$ cat config.mk
export PLATFORM = sky130hd
export DESIGN_NAME = inst_encoder
export DESIGN_NICKNAME = d
export VERILOG_FILES = /design/src/rtl/inst_encoder.sv
export SDC_FILE = /design/constraint.sdc
export NUM_CORES = 1
export LEC_CHECK = 0
export BUFFER_PORTS_ARGS = -buffer_cell sky130_fd_sc_hd__buf_2
export CORE_MARGIN = 5
export CORE_UTILIZATION = 50
export DETAILED_ROUTE_END_ITERATION = 12
export PLACE_DENSITY = 0.77
export SLEW_MARGIN = 30
export SYNTH_ARGS = -nofsm -noshare
export SYNTH_HDL_FRONTEND = slang
export SYNTH_SLANG_ARGS = --single-unit
$ cat constraint.sdc
create_clock -name i_clk -period 3.3 [get_ports i_clk]
set_input_delay 0.66 -clock i_clk [delete_from_list [all_inputs] [get_ports i_clk]]
set_output_delay 0.66 -clock i_clk [all_outputs]
set_load 0.02 [all_outputs]
$ cat src/rtl/inst_encoder.sv
// -----------------------------------------------------------------------------
// inst_encoder
//
// Assembles 32-bit RV32I instruction words from decoded fields. This is the
// inverse of the instruction decoder. It feeds the test-program loader and the
// instruction-memory preload path.
//
// The LI pseudo-instruction is expanded into either a single ADDI (when the
// immediate fits in 12 signed bits) or a LUI + ADDI pair. While the second
// word of a pair is pending, the encoder stalls upstream.
//
// Ports
//   i_clk, i_rst        clock, synchronous active-high reset
//   i_valid / o_ready   upstream handshake for the decoded fields
//   i_format            one-hot format select: [0]R [1]I [2]S [3]B [4]U [5]J
//   i_opcode, i_funct3, i_funct7_5, i_rd, i_rs1, i_rs2, i_imm
//                       instruction fields (i_imm already sign-extended)
//   i_li                LI pseudo: load i_imm into i_rd (format/funct ignored)
//   o_valid / i_ready   downstream handshake for o_inst
//   o_inst              encoded instruction (registered)
//   o_err               NOP_WORD was substituted for a malformed format
//   o_count             words emitted since reset, wraps at 16 bits
// -----------------------------------------------------------------------------
module inst_encoder #(
  parameter logic [31:0] NOP_WORD = 32'h00000013  // ADDI x0,x0,0
) (
  input  logic        i_clk,
  input  logic        i_rst,
  input  logic        i_valid,
  output logic        o_ready,
  input  logic [5:0]  i_format,
  input  logic [6:0]  i_opcode,
  input  logic [2:0]  i_funct3,
  input  logic        i_funct7_5,
  input  logic [4:0]  i_rd,
  input  logic [4:0]  i_rs1,
  input  logic [4:0]  i_rs2,
  input  logic [31:0] i_imm,
  input  logic        i_li,
  output logic        o_valid,
  input  logic        i_ready,
  output logic [31:0] o_inst,
  output logic        o_err,
  output logic [15:0] o_count
);

  localparam logic [6:0] OP_IMM = 7'b0010011;
  localparam logic [6:0] OP_LUI = 7'b0110111;

  typedef enum logic {
    IDLE,  // normal operation
    LI2    // LUI word in the output stage, ADDI word held in addi_word
  } state_t;

  state_t      state, state_next;
  logic        valid_r;
  logic        err_r;
  logic [31:0] inst_r;
  logic [15:0] count_r;
  logic [31:0] addi_word;

  logic        accept;
  logic        emit;

  // Encoder results for the fields currently on the input.
  logic [31:0] enc_word;
  logic        enc_err;
  logic        li_two;
  logic [31:0] li_addi;

  logic        imm_small;
  logic        shift_imm;
  logic [31:0] lui_round;

  assign o_ready = (state == IDLE) && (!valid_r || i_ready);
  assign accept  = i_valid && o_ready;
  assign emit    = valid_r && i_ready;

  assign o_valid = valid_r;
  assign o_inst  = inst_r;
  assign o_err   = err_r;
  assign o_count = count_r;

  // Immediate fits ADDI's 12-bit signed field when bits 31..11 are a pure
  // sign extension of bit 11.
  assign imm_small = (&i_imm[31:11]) || (~|i_imm[31:11]);

  // ADDI sign-extends its immediate, so round the upper part up by 0x800 to
  // compensate when imm[11] is set. Overflow past bit 31 is intentionally lost.
  assign lui_round = i_imm + 32'h0000_0800;

  // SLLI/SRLI/SRAI carry a 5-bit shamt and the funct7 bit instead of imm[11:5].
  assign shift_imm = (i_opcode == OP_IMM) && (i_funct3 == 3'b001 || i_funct3 == 3'b101);

  // NOTE: every signal written in an always_comb gets a default first, so no
  // path through the case statements can infer a latch.
  always_comb begin
    enc_word = NOP_WORD;
    enc_err  = 1'b0;
    li_two   = 1'b0;
    li_addi  = 32'h0;

    if (i_li) begin
      if (imm_small) begin
        enc_word = {i_imm[11:0], 5'd0, 3'b000, i_rd, OP_IMM};
      end else begin
        enc_word = {lui_round[31:12], i_rd, OP_LUI};
        li_two   = 1'b1;
        li_addi  = {i_imm[11:0], i_rd, 3'b000, i_rd, OP_IMM};
      end
    end else begin
      // Only the exact one-hot codes match; zero or multiple bits fall into
      // the default and produce a flagged NOP.
      case (i_format)
        6'b000001: enc_word = {1'b0, i_funct7_5, 5'b0, i_rs2, i_rs1, i_funct3, i_rd, i_opcode};
        6'b000010: begin
          if (shift_imm) begin
            enc_word = {1'b0, i_funct7_5, 5'b0, i_imm[4:0], i_rs1, i_funct3, i_rd, i_opcode};
          end else begin
            enc_word = {i_imm[11:0], i_rs1, i_funct3, i_rd, i_opcode};
          end
        end
        6'b000100: enc_word = {i_imm[11:5], i_rs2, i_rs1, i_funct3, i_imm[4:0], i_opcode};
        6'b001000: enc_word = {i_imm[12], i_imm[10:5], i_rs2, i_rs1, i_funct3,
                               i_imm[4:1], i_imm[11], i_opcode};
        6'b010000: enc_word = {i_imm[31:12], i_rd, i_opcode};
        6'b100000: enc_word = {i_imm[20], i_imm[10:1], i_imm[11], i_imm[19:12], i_rd, i_opcode};
        default: begin
          enc_word = NOP_WORD;
          enc_err  = 1'b1;
        end
      endcase
    end
  end

  // Next-state logic.
  always_comb begin
    state_next = state;
    case (state)
      IDLE:    if (accept && li_two) state_next = LI2;
      LI2:     if (emit)             state_next = IDLE;
      default: state_next = IDLE;
    endcase
  end

  // NOTE: sequential state uses non-blocking assignments so every register
  // samples the pre-edge values regardless of statement order.
  always_ff @(posedge i_clk) begin
    if (i_rst) state <= IDLE;
    else       state <= state_next;
  end

  // Output stage and emitted-word counter.
  always_ff @(posedge i_clk) begin
    if (i_rst) begin
      valid_r <= 1'b0;
      inst_r  <= 32'h0;
      err_r   <= 1'b0;
      count_r <= 16'h0;
    end else begin
      if (emit) count_r <= count_r + 16'd1;

      if (state == LI2) begin
        // LUI leaves and ADDI takes its place in the same cycle; valid stays 1.
        if (emit) begin
          inst_r <= addi_word;
          err_r  <= 1'b0;
        end
      end else if (accept) begin
        valid_r <= 1'b1;
        inst_r  <= enc_word;
        err_r   <= enc_err;
      end else if (emit) begin
        valid_r <= 1'b0;
      end
    end
  end

  // NOTE: the held ADDI word is pure data, read only in LI2; resetting the
  // state discards it, so this register needs no reset.
  always_ff @(posedge i_clk) begin
    if (state == IDLE && accept && li_two) addi_word <= li_addi;
  end

endmodule

==> metrics.csv, run 1 <==
stage;metric;value;unit
status;status;complete, no violations;
synth;Mapped Cells;488;
routing;Initial DRT Pass Iterations;6;
sta;Final Critical Period;2.573;ns
worst_setup_path;delay-heaviest family, CP;simple AND/OR/NAND/NOR gates;
sta;FMAX;388.7;MHz
routing;post-DR wirelength/cell;18.22;um
finish;ratio of cells with drive above 1 in the final layout;27.90;%
global_route;initial antenna violation count;0;
worst_setup_path;crit path launch;i_imm[11];
routing;initial DRC count;435;
synth;main combinational cell family by area after synthesis;simple AND/OR/NAND/NOR gates;
worst_setup_path;Critical Path RT;3.25;ns
worst_setup_path;FF-to-FF Start;state;
sta;fin crit share;77.96;%
cts;setup bufs post-CTS;0;
worst_setup_path;Worst setup EP type;register;
worst_setup_path;CP Buf/Inv Count;3;
cts;CTS tree;yes;
placed_design;IO Port Bufs;119;
finish;Finished Cell Area;4970;sq um
synth;post-synthesis cell area;4116;sq um
worst_setup_path;slowest CP cell;nor4_4;
synth;Yosys top cell area share;24.80;%
synth;register area share after synthesis;37.93;%
floorplanning;initial core utilization;50.61;%
synth;Synth Area in XOR/XNOR;7.021;%
sta;Fin Setup TNS;0;ns
finish;n_diodes;0;
worst_setup_path;worst stage delay on the critical path;0.51;ns
power;highest ir drop seen on vdd;234.7;uV
cts;CTS clk-pin slew, worst paths;0.07;ns
routing;vias post-DR;4308;
worst_setup_path;Critical Path Fanout Max;18;
sta;final hold vios;0;
power;Total Power;2.072;mW
hold_path;Hold WC Path Type;reg -> reg;
finish;Layout Nets;662;
synth;syn_area_per_cell;8.435;sq um
floorplanning;Die Wd;100.7;um
placed_design;dpl cell area;4755;sq um
worst_setup_path;crit path cell chain;buf_2 > ha_1 > nand3_2 > nor4_4 > nand4_4 > nand3_2 > inv_1 > nand2_1 > inv_1;
routing;M1 WL;5184;um
floorplanning;row cnt;33;
sta;Setup-failing EPs final;0;
synth;adder-cell share of the synthesized area;0.9119;%
routing;metal3 WL;1072;um
synth;mux contribution to synthesized area;0.4863;%
routing;DR top layer;met4;
cts;# clock sinks;69;
cts;cts hold-fix bufs;0;
global_route;GRT Residual Overflow;0;
placed_design;Detailed Place HPWL;9533;um
routing;WL met2;6197;um
routing;Antenna Nets Post-Route;0;
cts;clock tree root driver cell;clkbuf_8;
sta;Final WS setup;0.7274;ns
cts;CTS Buffer Depth;2;
sta;Final Slew Violations;0;
synth;syn nets;560;
worst_setup_path;WS Path Type;in -> reg;
routing;residual DRC count;0;
synth;cell taking the most area after synthesis;dfxtp_1;
synth;main flop type after synthesis;dfxtp_1;
synth;ys async rst share;0;%
floorplanning;# IOs;120;
cts;H-tree depth;3;
synth;Synth top cells by count;dfxtp_1, nor2_1, nand2_1;
power;LEAKAGE;2.028;nW
worst_setup_path;CP startpoint kind;input pin;
cts;Inserted Clock Buffers;9;
global_route;Total GRT Usage;24.86;%
synth;Ys Warns;0;
placed_design;Final GP Congestion;0.9542;
placed_design;Place WS;0.3944;ns
hold_path;min-delay src;o_inst[2];
synth;post-synthesis simple-gate area fraction;25.53;%
synth;post-synthesis compound-gate area fraction;23.68;%
sta;RSZ-0062 raised after global routing;no;
global_route;largest net degree at the start of global routing;33;
power;Cell Pwr Density;416.9;nW/um^2
sta;worst slew pin tran;0.9312;ns
routing;drt via density;6.154;
sta;Slew headroom;37.92;%
cts;clk_lat worst skew;0.34;ns
global_route;number of global-route vias before repair;4106;
floorplanning;CORE AREA;8134;sq um
finish;Filler Cells Inserted;737;
routing;WL final;12760;um
global_route;global-route wire length before repair;20140;um
finish;Area Overhead vs Synth;20.73;%
synth;Post-synth EDFFs;18;
synth;flip-flop and latch count after synthesis;69;
synth;synth unique cells;57;
synth;most frequent cell after synthesis;dfxtp_1;
synth;largest cells by area after synthesis;dfxtp_1, edfxtp_1, a21oi_1;
finish;Final Util;61.10;%
cts;cts repair resizes;0;
worst_setup_path;worst path arrival time;2.52;ns
floorplanning;Die Footprint;10150;sq um
run;max_cap viols;0;
floorplanning;Die H;100.7;um
sta;Final Skew;0.01225;ns
-- path summary, 6_finish.rpt --
path	end	slack, ns	depth (start not counted)
max	addi_word[18]	0.73	9
min	o_inst[2]	0.47	2
max reg2reg	o_inst[7]	0.85	6
min reg2reg	o_inst[2]	0.47	2
-- per-layer routing --
layer	global-route usage (%)	vias up
li1	-	2002
met2	41.52	239
met3	4.498	27
met5	0	-
met1	32.25	2040
met4	8.601	0
-- stage by stage --
stage / std cells / hold WS [ns]
after floorplan: 488 / 0.5127
after global placement: 684 / 0.4543
after detailed placement: 684 / 0.4570
after CTS: 700 / 0.4671
after global routing: 700 / 0.4932
final: 700 / 0.4685
-- kinds of logic (layout without fill, tap and decap cells) --
family | count (synthesis) | after routing
flops | 69 | 69
fa+ha+maj | 3 | 3
mux | 2 | 2
buf+inv | 46 | 153
compound gates | 136 | 136
xor+xnor | 33 | 33
simple gates | 199 | 199
-- tightest hold or removal path, cell delays in order (launching register included) --
cell and delay, ns:
dfxtp_1 0.32, nand2_1 0.06, a21oi_1 0.05
-- sequential cells by signal (all words and copies together), names as in the netlist --
register,flops
o_inst,32
addi_word,18
o_count,16
o_err,1
o_valid,1
state,1
-- layout make-up --
type / count / area [sq um] / area share, %
clock inverters: 6 / 87.58 / 1.762
multi-input cells: 373 / 2372 / 47.73
inverters: 11 / 41.29 / 0.8308
repair buffers: 126 / 648.1 / 13.04
flip-flops and latches: 69 / 1562 / 31.42
clock buffers: 10 / 127.6 / 2.568
well taps: 105 / 131.4 / 2.644
-- layout by cell type (no fill, tap or decap), types with 6 or more instances in the layout --
cell type and n:
clkbuf_8 9, dfxtp_1 51, nor3_1 7, nand2_1 48, o21ai_0 26, edfxtp_1 18, nor2_1 49, a21o_1 6
or3_1 7, a22oi_1 8, a22o_1 10, buf_2 119, a21oi_1 37, a222oi_1 12, and2_1 19, xor2_1 20
nor2b_1 6, xnor2_1 13, nand3_1 15, nand4_1 10, buf_4 7, nor4_1 13, inv_1 11
-- report_power, final --
group	switching [mW]	internal (mW)	total [mW]
logic	0.236	0.134	0.370
clock network	0.339	0.426	0.766
registers	0.0242	0.912	0.936
Note: power is estimated with default switching activity, not from simulation.
==> run 2, diff against run 1 <==
--- a/config.mk
+++ b/config.mk
@@ -7,9 +7,9 @@
 export LEC_CHECK = 0
 export BUFFER_PORTS_ARGS = -buffer_cell sky130_fd_sc_hd__buf_2
 export CORE_MARGIN = 5
-export CORE_UTILIZATION = 50
+export CORE_UTILIZATION = 47
 export DETAILED_ROUTE_END_ITERATION = 12
-export PLACE_DENSITY = 0.77
+export PLACE_DENSITY = 0.76
 export SLEW_MARGIN = 30
 export SYNTH_ARGS = -nofsm -noshare
 export SYNTH_HDL_FRONTEND = slang
==> constraint.sdc (replaced) <==
create_clock -name i_clk -period 2.3 [get_ports i_clk]
set_input_delay 0.46 -clock i_clk [delete_from_list [all_inputs] [get_ports i_clk]]
set_output_delay 0.46 -clock i_clk [all_outputs]
set_load 0.02 [all_outputs]
==> run 2 against run 1 <==
Register-to-register slack got worse by 0.46 ns. Count of clock-buffer cells in the layout rose by 2. Clock skew barely moved. Sequential share of layout area fell by 1.9 points. Largest power group unchanged. Highest routed layer unchanged. Worst setup slack got worse by 0.52 ns. Power rose by 44%. Hold slack got worse by 0.098 ns. First-iteration DRC count rose by 9.2%. Global-route usage fell by 1.4 points. Critical path depth fell by 1. Combinational power rose by 57%.
==> metrics.csv, run 2 (synthesized netlist as in run 1, its figures left out) <==
stage;metric;value;unit;change
finish;n_diodes;0;;unchanged
routing;vias post-DR;4417;;+2.5%
finish;commonest non-fill, non-tap cell in the layout;buf_2;;
cts;# clock sinks;69;;unchanged
routing;initial DRC count;475;;+9.2%
power;highest ir drop seen on vdd;307.8;uV;+31%
cts;CTS tree;yes;;
placed_design;Detailed Place HPWL;10320;um;+8.2%
floorplanning;row cnt;34;;+3.0%
worst_setup_path;Worst Reg-to-Reg Cells;5;;-1
cts;Inserted Clock Buffers;9;;unchanged
routing;residual DRC count;0;;unchanged
finish;Area Overhead vs Synth;28.66;%;
sta;Final Critical Period;2.090;ns;
worst_setup_path;r2r setup slk;0.39;ns;-0.46 ns
cts;clk_lat worst skew;0.35;ns;about the same
worst_setup_path;Worst setup EP type;register;;
global_route;global-route wire length before repair;20790;um;+3.2%
sta;Final Slew Violations;0;;unchanged
worst_setup_path;worst path arrival time;2.34;ns;-0.18 ns
cts;CTS clk-pin slew, worst paths;0.08;ns;about the same
sta;Final Skew;0.01191;ns;-0.0003460 ns
sta;FMAX;478.4;MHz;
routing;Antenna Nets Post-Route;0;;unchanged
placed_design;Final GP Congestion;0.9307;;-2.5%
global_route;GRT Residual Overflow;0;;unchanged
placed_design;IO Port Bufs;119;;unchanged
floorplanning;# IOs;120;;unchanged
global_route;initial antenna violation count;0;;unchanged
routing;Initial DRT Pass Iterations;5;;-1
cts;clock tree root driver cell;clkbuf_8;;
power;Cell Pwr Density;561.8;nW/um^2;+35%
finish;Final Util;61.33;%;+0.23 points
global_route;largest net degree at the start of global routing;30;;-9.1%
finish;Largest register FFs;32;;unchanged
sta;worst slew pin tran;0.7402;ns;-0.1910 ns
worst_setup_path;CP startpoint kind;input pin;;
sta;final hold vios;0;;unchanged
power;Total Power;2.976;mW;+44%
floorplanning;Die Footprint;10730;sq um;+5.7%
cts;CTS Buffer Depth;2;;unchanged
worst_setup_path;Critical Path Fanout Max;6;;-12
hold_path;Hold WC Path Type;in -> reg;;
cts;H-tree depth;3;;unchanged
sta;RSZ-0062 raised after global routing;no;;
finish;Filler Cells Inserted;796;;+8.0%
global_route;number of global-route vias before repair;4283;;+4.3%
finish;Layout Nets;700;;+5.7%
cts;setup bufs post-CTS;0;;unchanged
finish;most frequent cells in the layout;buf_2, dfxtp_1, nor2_1;;
global_route;Total GRT Usage;23.47;%;-1.4 points
routing;WL final;13120;um;+2.9%
floorplanning;Die H;103.6;um;+2.8%
hold_path;hold depth;3;;+1
cts;cts hold-fix bufs;0;;unchanged
worst_setup_path;Critical Path RT;2.54;ns;-0.71 ns
cts;cts repair resizes;0;;unchanged
placed_design;Place WS;-0.1219;ns;-0.5163 ns
sta;Final WS setup;0.2096;ns;-0.5178 ns
sta;Setup-failing EPs final;0;;unchanged
sta;fin crit share;90.89;%;
finish;ratio of cells with drive above 1 in the final layout;32.70;%;+4.8 points
status;status;complete, no violations;;
power;LEAKAGE;2.213;nW;+9.1%
finish;Finished Cell Area;5296;sq um;+6.6%
worst_setup_path;WS Path Type;in -> reg;;
routing;drt via density;5.961;;-3.1%
sta;Slew headroom;50.55;%;+13 points
floorplanning;initial core utilization;47.67;%;-2.9 points
routing;post-DR wirelength/cell;17.71;um;-2.8%
floorplanning;Die Wd;103.6;um;+2.8%
placed_design;dpl cell area;5074;sq um;+6.7%
run;max_cap viols;0;;unchanged
floorplanning;CORE AREA;8636;sq um;+6.2%
run 2: cell types whose count changed in the layout (fill, tap and decap cells not counted), moves of 2 or more:
cell and change:
clkbuf_16 +2, clkinv_2 -2, buf_4 +38, clkinvlp_4 +2
bufinv_16 -2
run 2: path summary, 6_finish.rpt:
kind                  start         end
setup / recovery  i_imm[29]  o_inst[21]
hold reg to reg       o_err       o_err
hold / removal      i_rd[1]   o_inst[8]
setup reg to reg      state  o_inst[10]
run 2: power by group:
| part | leakage, nW | internal [mW] | switching (mW) |
|---|---|---|---|
| registers | 0.587 | 1.31 | 0.0363 |
| logic | 1.52 | 0.228 | 0.353 |
| clock network | 0.109 | 0.560 | 0.491 |
run 2: layer usage:
metal  GRT usage [%]  vias up  share of wire (%)
li1                -     2083                  -
met1           29.39     2101                 41
met2           38.89      208                 48
met3           5.908       25                8.8
met4           8.622        0                2.1
met5               0        -                  0
run 2: cell type report:
class	instances	area, sq um	share of cell area [%]
tap	108	135.1	2.551
inverter	11	45.04	0.8505
multi-input combinational	373	2400	45.31
sequential	69	1562	29.48
clock inverter	4	33.78	0.6378
timing repair buffer	164	933.4	17.62
clock buffer	12	187.7	3.544
run 2: worst max-delay path: stages:
cell and delay, ns:
buf_2 0.11, nor4_1 0.44, buf_4 0.19, nand3_1 0.09, or2_4 0.31, a21oi_4 0.22, a22oi_1 0.15, a2111oi_2 0.36
run 2: per-stage QoR:
step                      hold slack, ns  TNS, ns  instances
after CTS                         0.3514        0        741
final                             0.3706        0        741
after detailed placement          0.4527   -3.457        725
after floorplan                   0.5127        0        488
after global placement            0.4465   -1.245        725
after global routing              0.3722        0        741
